### config.mk
export PLATFORM = sky130hd
export DESIGN_NAME = leds_padrao
export DESIGN_NICKNAME = d
export VERILOG_FILES = /design/src/rtl/leds_padrao.sv
export SDC_FILE = /design/constraint.sdc
export NUM_CORES = 1
export LEC_CHECK = 0
export ABC_AREA = 1
export BUFFER_PORTS_ARGS = -buffer_cell sky130_fd_sc_hd__buf_4
export CORE_ASPECT_RATIO = 0.6
export CORE_UTILIZATION = 50
export DETAILED_ROUTE_END_ITERATION = 16
export PLACE_DENSITY = 0.72
export SLEW_MARGIN = 0
export SYNTH_ARGS = -nofsm -noshare
export SYNTH_HDL_FRONTEND = slang
export SYNTH_SLANG_ARGS = --single-unit
### constraint.sdc
create_clock -name clk -period 1.42 [get_ports clk]
set_input_delay 0.213 -clock clk [delete_from_list [all_inputs] [get_ports clk]]
set_output_delay 0.213 -clock clk [all_outputs]
set_load 0.02 [all_outputs]
### src/rtl/leds_padrao.sv
// LED pattern generator for end-of-round feedback.
// A victory latches a persistent pattern (blink-all or chase). An error plays a
// bounded alternating-blink burst and then returns to dark.
module leds_padrao #(
  parameter int unsigned N_LEDS        = 18,
  parameter int unsigned MEIO_PERIODO  = 12_500_000,
  parameter int unsigned MODO_VITORIA  = 0,
  parameter int unsigned N_PISCAS_ERRO = 3
) (
  input  logic              clk,
  input  logic              rst,
  input  logic              evento_vitoria,
  input  logic              evento_erro,
  input  logic              limpar,
  output logic [N_LEDS-1:0] LEDR,
  output logic              ativo,
  output logic              vitoria_travada
);

  localparam int unsigned CNT_W = $clog2(MEIO_PERIODO);
  localparam int unsigned POS_W = $clog2(N_LEDS);
  localparam int unsigned NM_W  = $clog2(2 * N_PISCAS_ERRO + 1);

  // Alternating pattern with bit 0 lit (...0101).
  function automatic logic [N_LEDS-1:0] padrao_alt();
    logic [N_LEDS-1:0] p;
    for (int i = 0; i < int'(N_LEDS); i++) begin
      p[i] = ~i[0];
    end
    return p;
  endfunction

  localparam logic [N_LEDS-1:0] PADRAO_ALT = padrao_alt();
  localparam logic [N_LEDS-1:0] FASE0_VIT  = (MODO_VITORIA == 0) ?
                                             {N_LEDS{1'b1}} :
                                             {{(N_LEDS-1){1'b0}}, 1'b1};

  typedef enum logic [1:0] {
    IDLE    = 2'd0,
    VITORIA = 2'd1,
    ERRO    = 2'd2
  } estado_t;

  estado_t           estado;
  logic [CNT_W-1:0]  cnt;
  logic [POS_W-1:0]  pos;
  logic [NM_W-1:0]   nmeio;
  logic [POS_W-1:0]  pos_prox;
  logic [NM_W-1:0]   nmeio_prox;
  logic              fim_meio;

  // Next chase index, next half-period count and half-period boundary flag.
  assign pos_prox   = (pos == POS_W'(N_LEDS - 1)) ? '0 : pos + POS_W'(1);
  assign nmeio_prox = nmeio + NM_W'(1);
  assign fim_meio   = (cnt == CNT_W'(MEIO_PERIODO - 1));

  // State, counters and LED register; priority rst > limpar > vitoria > erro > timing.
  always_ff @(posedge clk) begin
    if (rst || limpar) begin
      estado <= IDLE;
      LEDR   <= '0;
      cnt    <= '0;
      pos    <= '0;
      nmeio  <= '0;
    end else if (evento_vitoria && (estado != VITORIA)) begin
      estado <= VITORIA;
      LEDR   <= FASE0_VIT;
      cnt    <= '0;
      pos    <= '0;
      nmeio  <= '0;
    end else begin
      case (estado)
        VITORIA: begin
          if (fim_meio) begin
            cnt <= '0;
            if (MODO_VITORIA == 0) begin
              LEDR <= ~LEDR;
            end else begin
              pos  <= pos_prox;
              LEDR <= N_LEDS'(1) << pos_prox;
            end
          end else begin
            cnt <= cnt + CNT_W'(1);
          end
        end
        ERRO: begin
          if (evento_erro) begin
            LEDR  <= PADRAO_ALT;
            cnt   <= '0;
            nmeio <= '0;
          end else if (fim_meio) begin
            cnt <= '0;
            if (nmeio_prox == NM_W'(2 * N_PISCAS_ERRO)) begin
              estado <= IDLE;
              LEDR   <= '0;
              nmeio  <= '0;
            end else begin
              nmeio <= nmeio_prox;
              LEDR  <= ~LEDR;
            end
          end else begin
            cnt <= cnt + CNT_W'(1);
          end
        end
        default: begin
          cnt   <= '0;
          pos   <= '0;
          nmeio <= '0;
          if (evento_erro) begin
            estado <= ERRO;
            LEDR   <= PADRAO_ALT;
          end else begin
            estado <= IDLE;
            LEDR   <= '0;
          end
        end
      endcase
    end
  end

  // Status flags decoded directly from the state register.
  assign ativo           = (estado != IDLE);
  assign vitoria_travada = (estado == VITORIA);

endmodule

==> key figures <==
Run status
  – Status: complete, but fails checks
  – Failing checks: negative setup slack

Timing
  – Setup WS post-layout: -0.1369 ns
  – RSZ-0062 raised after global routing: true
  – Fin crit period: around 1.6 ns
  – Worst-Margin Slew: about 0.34 ns
  – Final worst-path cycle share: 109.6%
  – Slew Viols, Final: 0
  – Setup Viol. Count Final: 45
  – Relative slew slack: roughly 77%
  – Setup TNS: -3.101 ns
  – Max Clock Freq: approximately 0.64 GHz
  – Final hold violation count: 0
  – Fin Clk Skew: ~0.011 ns

GRT
  – First-pass GRT wire length: 11160 µm
  – Largest net degree at the start of global routing: 25
  – Initial antenna violation count: 0
  – Number of global-route vias before repair: approximately 2300
  – Grt total ovfl: 0
  – GRT Util Overall: between 20% and 30%

Critical path
  – Data arrival, critical path: 1.79 ns
  – Critical Path RT: ~1.7 ns
  – CP Class: reg -> reg
  – Worst Setup EP: cnt[10]
  – Reg-to-reg setup timing slack: -0.14 ns
  – Crit path launch: estado[0]
  – Crit path capture type: flop
  – Worst r2r path cells: 9
  – Crit path max fanout: 6
  – R2r endpoint: cnt[10]
  – R2r startpoint: estado[0]
  – Startpoint Class: flop

Clocking
  – H-tree levels: 2
  – CTS tree: yes
  – Clock Sinks: 47
  – Longest Clk Path Bufs: 2
  – Clk root buf: clkbuf_8
  – Clock transition at path regs: around 0.10 ns
  – CTS Buf Count: 5
  – Clk Latency, worst-skew pair: roughly 0.31 ns

Synthesis
  – Mapped Nets: 404
  – Mapped cell area: between 0.002 and 0.003 mm²
  – Syn Inst Count: roughly 400
  – Syn avg cell area: between 6 and 7 µm²
  – Synthesized flop and latch total: 47
  – Sequential cell area fraction in the yosys report: a little over a third
  – Yosys cell types: 33
  – YS warnings: 0

Route
  – Residual DRC: 0
  – Antenna viol nets, final: 0
  – WL met1: just under 4000 µm
  – Iter 0 DRT Violations: around 250
  – DR vias/cell: roughly 5.3
  – Total wire length: roughly 8400 µm
  – Top routing layer in use: met4
  – DR vias: slightly below 3000
  – Average wire per standard cell: ~15 µm
  – Drt pass-1 iters: 5
  – WL met2: between 3000 and 4000 µm
  – Met3 wire len: roughly 720 µm

Placed design
  – Dpl ws: -0.1337 ns
  – Placer Congestion: a little over 0.9
  – Number of I/O port buffers: 24
  – Dpl cell area: between 0.003 and 0.004 mm²
  – Detailed placer's ending HPWL: 5093 µm

Floorplanning
  – Core Area: 0.005055 mm²
  – Chip width: about 96 µm
  – Site row count: 20
  – Chip height: between 50 and 60 µm
  – IO Count: 25
  – Initial core utilization: 52.10%
  – Die Area: roughly 0.0056 mm²

Layout
  – Layout cells sized above 1: around 43%
  – Fill count: about 330
  – P&R area growth vs syn: 48.79%
  – Final Core Density: between 70 and 80%
  – Nets: between 400 and 500
  – Fin area: ~0.004 mm²
  – Diodes inserted: 0

Power and ir drop
  – LEAKAGE: about 0.0017 µW
  – PD cells: 734.6 mW/mm²
  – Worst VDD drop: slightly below 0.5 mV

Hold path
  – HP Class: in -> reg

Job
  – Max_cap viols: 0
[final cells by class]
type	instances	area (µm²)	area share, %
multi-input combinational	291	1784	45.53
sequential	47	962.2	24.55
timing repair buffer	89	779.5	19.89
inverter	49	192.7	4.917
clock buffer	6	82.58	2.107
tap	66	82.58	2.107
clock inverter	2	35.03	0.8940
[state kept, by name, summed over array words and instances (netlist names)]
register and count:
cnt 24, estado 2, nmeio 3, LEDR 18
[synthesized netlist by cell type]
library cell | number | share of area, %
buf_6 | 2 | 0.86
buf_8 | 1 | 0.57
nand2_1 | 89 | 13
clkbuf_1 | 1 | 0.14
ha_1 | 6 | 2.9
o21ai_0 | 1 | 0.19
inv_2 | 5 | 0.71
nand4_1 | 6 | 1.4
xor2_1 | 14 | 4.7
clkbuf_2 | 1 | 0.19
buf_2 | 1 | 0.19
o21ai_4 | 1 | 0.62
a21oi_1 | 23 | 4.4
buf_12 | 1 | 0.76
nand2_2 | 4 | 0.95
nand3_1 | 18 | 3.4
nand3_2 | 1 | 0.38
nor2_4 | 1 | 0.43
xnor2_1 | 4 | 1.3
dfxtp_1 | 47 | 36
nor3_1 | 3 | 0.57
nor3b_1 | 1 | 0.29
nor3_2 | 2 | 0.76
o21ai_2 | 1 | 0.33
a21oi_2 | 1 | 0.33
nand3b_1 | 1 | 0.29
nor2_1 | 93 | 13
inv_1 | 43 | 6.1
o21ai_1 | 14 | 2.7
clkinv_1 | 1 | 0.14
nor2_8 | 1 | 0.76
nand3_4 | 2 | 1.3
nor2_2 | 3 | 0.71
[critical path: stages, from the launching register on]
cell and delay [ns]:
dfxtp_4 0.38, inv_4 0.08, ha_4 0.16, inv_4 0.05
o21ai_4 0.20, nand2_2 0.09, inv_2 0.08, nand3_4 0.13
clkbuf_16 0.21, nor2_2 0.09
[logic make-up (layout without fill, tap and decap cells)]
kind of cell / after synthesis / in the layout / share of synthesized area, %
xor+xnor: 18 / 18 / 5.986
compound gates: 41 / 41 / 8.504
simple gates: 225 / 226 / 37.24
fa+ha+maj: 6 / 6 / 2.850
flops: 47 / 47 / 35.72
buf+inv: 56 / 146 / 9.690
[worst min-delay path by stage]
| stage | startpoint | to | slack (ns) | cells after the start |
|---|---|---|---|---|
| 4_1_cts | evento_erro | estado[1] | 0.22 | 3 |
| 2_1_floorplan | evento_erro | estado[1] | 0.37 | 2 |
| 3_5_place_dp | cnt[0] | cnt[0] | 0.44 | 1 |
| 3_3_place_gp | cnt[0] | cnt[0] | 0.43 | 1 |
| 5_1_grt | evento_vitoria | estado[0] | 0.25 | 3 |
| 6_report | evento_vitoria | estado[0] | 0.23 | 3 |
[metrics by stage]
step                hold slack [ns]  total power [µW]  cells
finish                       0.2258              2879    550
CTS                          0.2160              2840    538
detailed placement           0.4353              1791    528
global placement             0.4257              1781    528
global route                 0.2473              2971    550
floorplan                    0.3683              1644    393
[per-layer routing]
| layer | vias up | track usage [%] |
|---|---|---|
| met4 | 0 | 7.676 |
| li1 | 1403 | - |
| met5 | - | 0 |
| met2 | 136 | 35.10 |
| met3 | 14 | 5.381 |
| met1 | 1339 | 42.38 |
[cell usage in the layout, fill, tap and decap left out, types with 2 or more instances in the layout]
| master | Yosys | layout |
|---|---|---|
| ha_4 | 0 | 5 |
| nand2_2 | 4 | 11 |
| clkbuf_16 | 0 | 2 |
| dfxtp_2 | 0 | 11 |
| o21ai_2 | 1 | 10 |
| xor2_2 | 0 | 3 |
| inv_1 | 43 | 38 |
| nand3_2 | 1 | 4 |
| clkinv_2 | 0 | 2 |
| nor3_2 | 2 | 2 |
| nor2_2 | 3 | 26 |
| a21oi_2 | 1 | 4 |
| nand4_1 | 6 | 6 |
| inv_4 | 0 | 3 |
| xor2_1 | 14 | 11 |
| clkbuf_8 | 0 | 6 |
| nor3_1 | 3 | 3 |
| a21oi_1 | 23 | 20 |
| inv_2 | 5 | 7 |
| buf_12 | 1 | 4 |
| nor2_1 | 93 | 61 |
| nand2_1 | 89 | 78 |
| nand2_4 | 0 | 5 |
| xnor2_1 | 4 | 4 |
| buf_6 | 2 | 7 |
| nand3_1 | 18 | 14 |
| dfxtp_4 | 0 | 2 |
| nand3_4 | 2 | 3 |
| o21ai_1 | 14 | 5 |
| dfxtp_1 | 47 | 34 |
| nor2_4 | 1 | 10 |
| buf_4 | 0 | 76 |
[where the power goes]
part / leakage [µW] / switching (µW) / total, µW / internal (µW)
Clock: 0.0000612 / 482 / 1050 / 571
Combinational: 0.00123 / 260 / 445 / 185
Sequential: 0.000389 / 32.9 / 1380 / 1350
[repair_timing]
item	4_1_cts	5_1_grt
hold buffers	0	0
resized for setup	28	71
endpoints found under the setup margin	47	48
hold endpoints to repair	0	0
gates cloned	1	3
buffers inserted	1	9
pin swaps	9	17
Note: power is estimated with default switching activity, not from simulation.
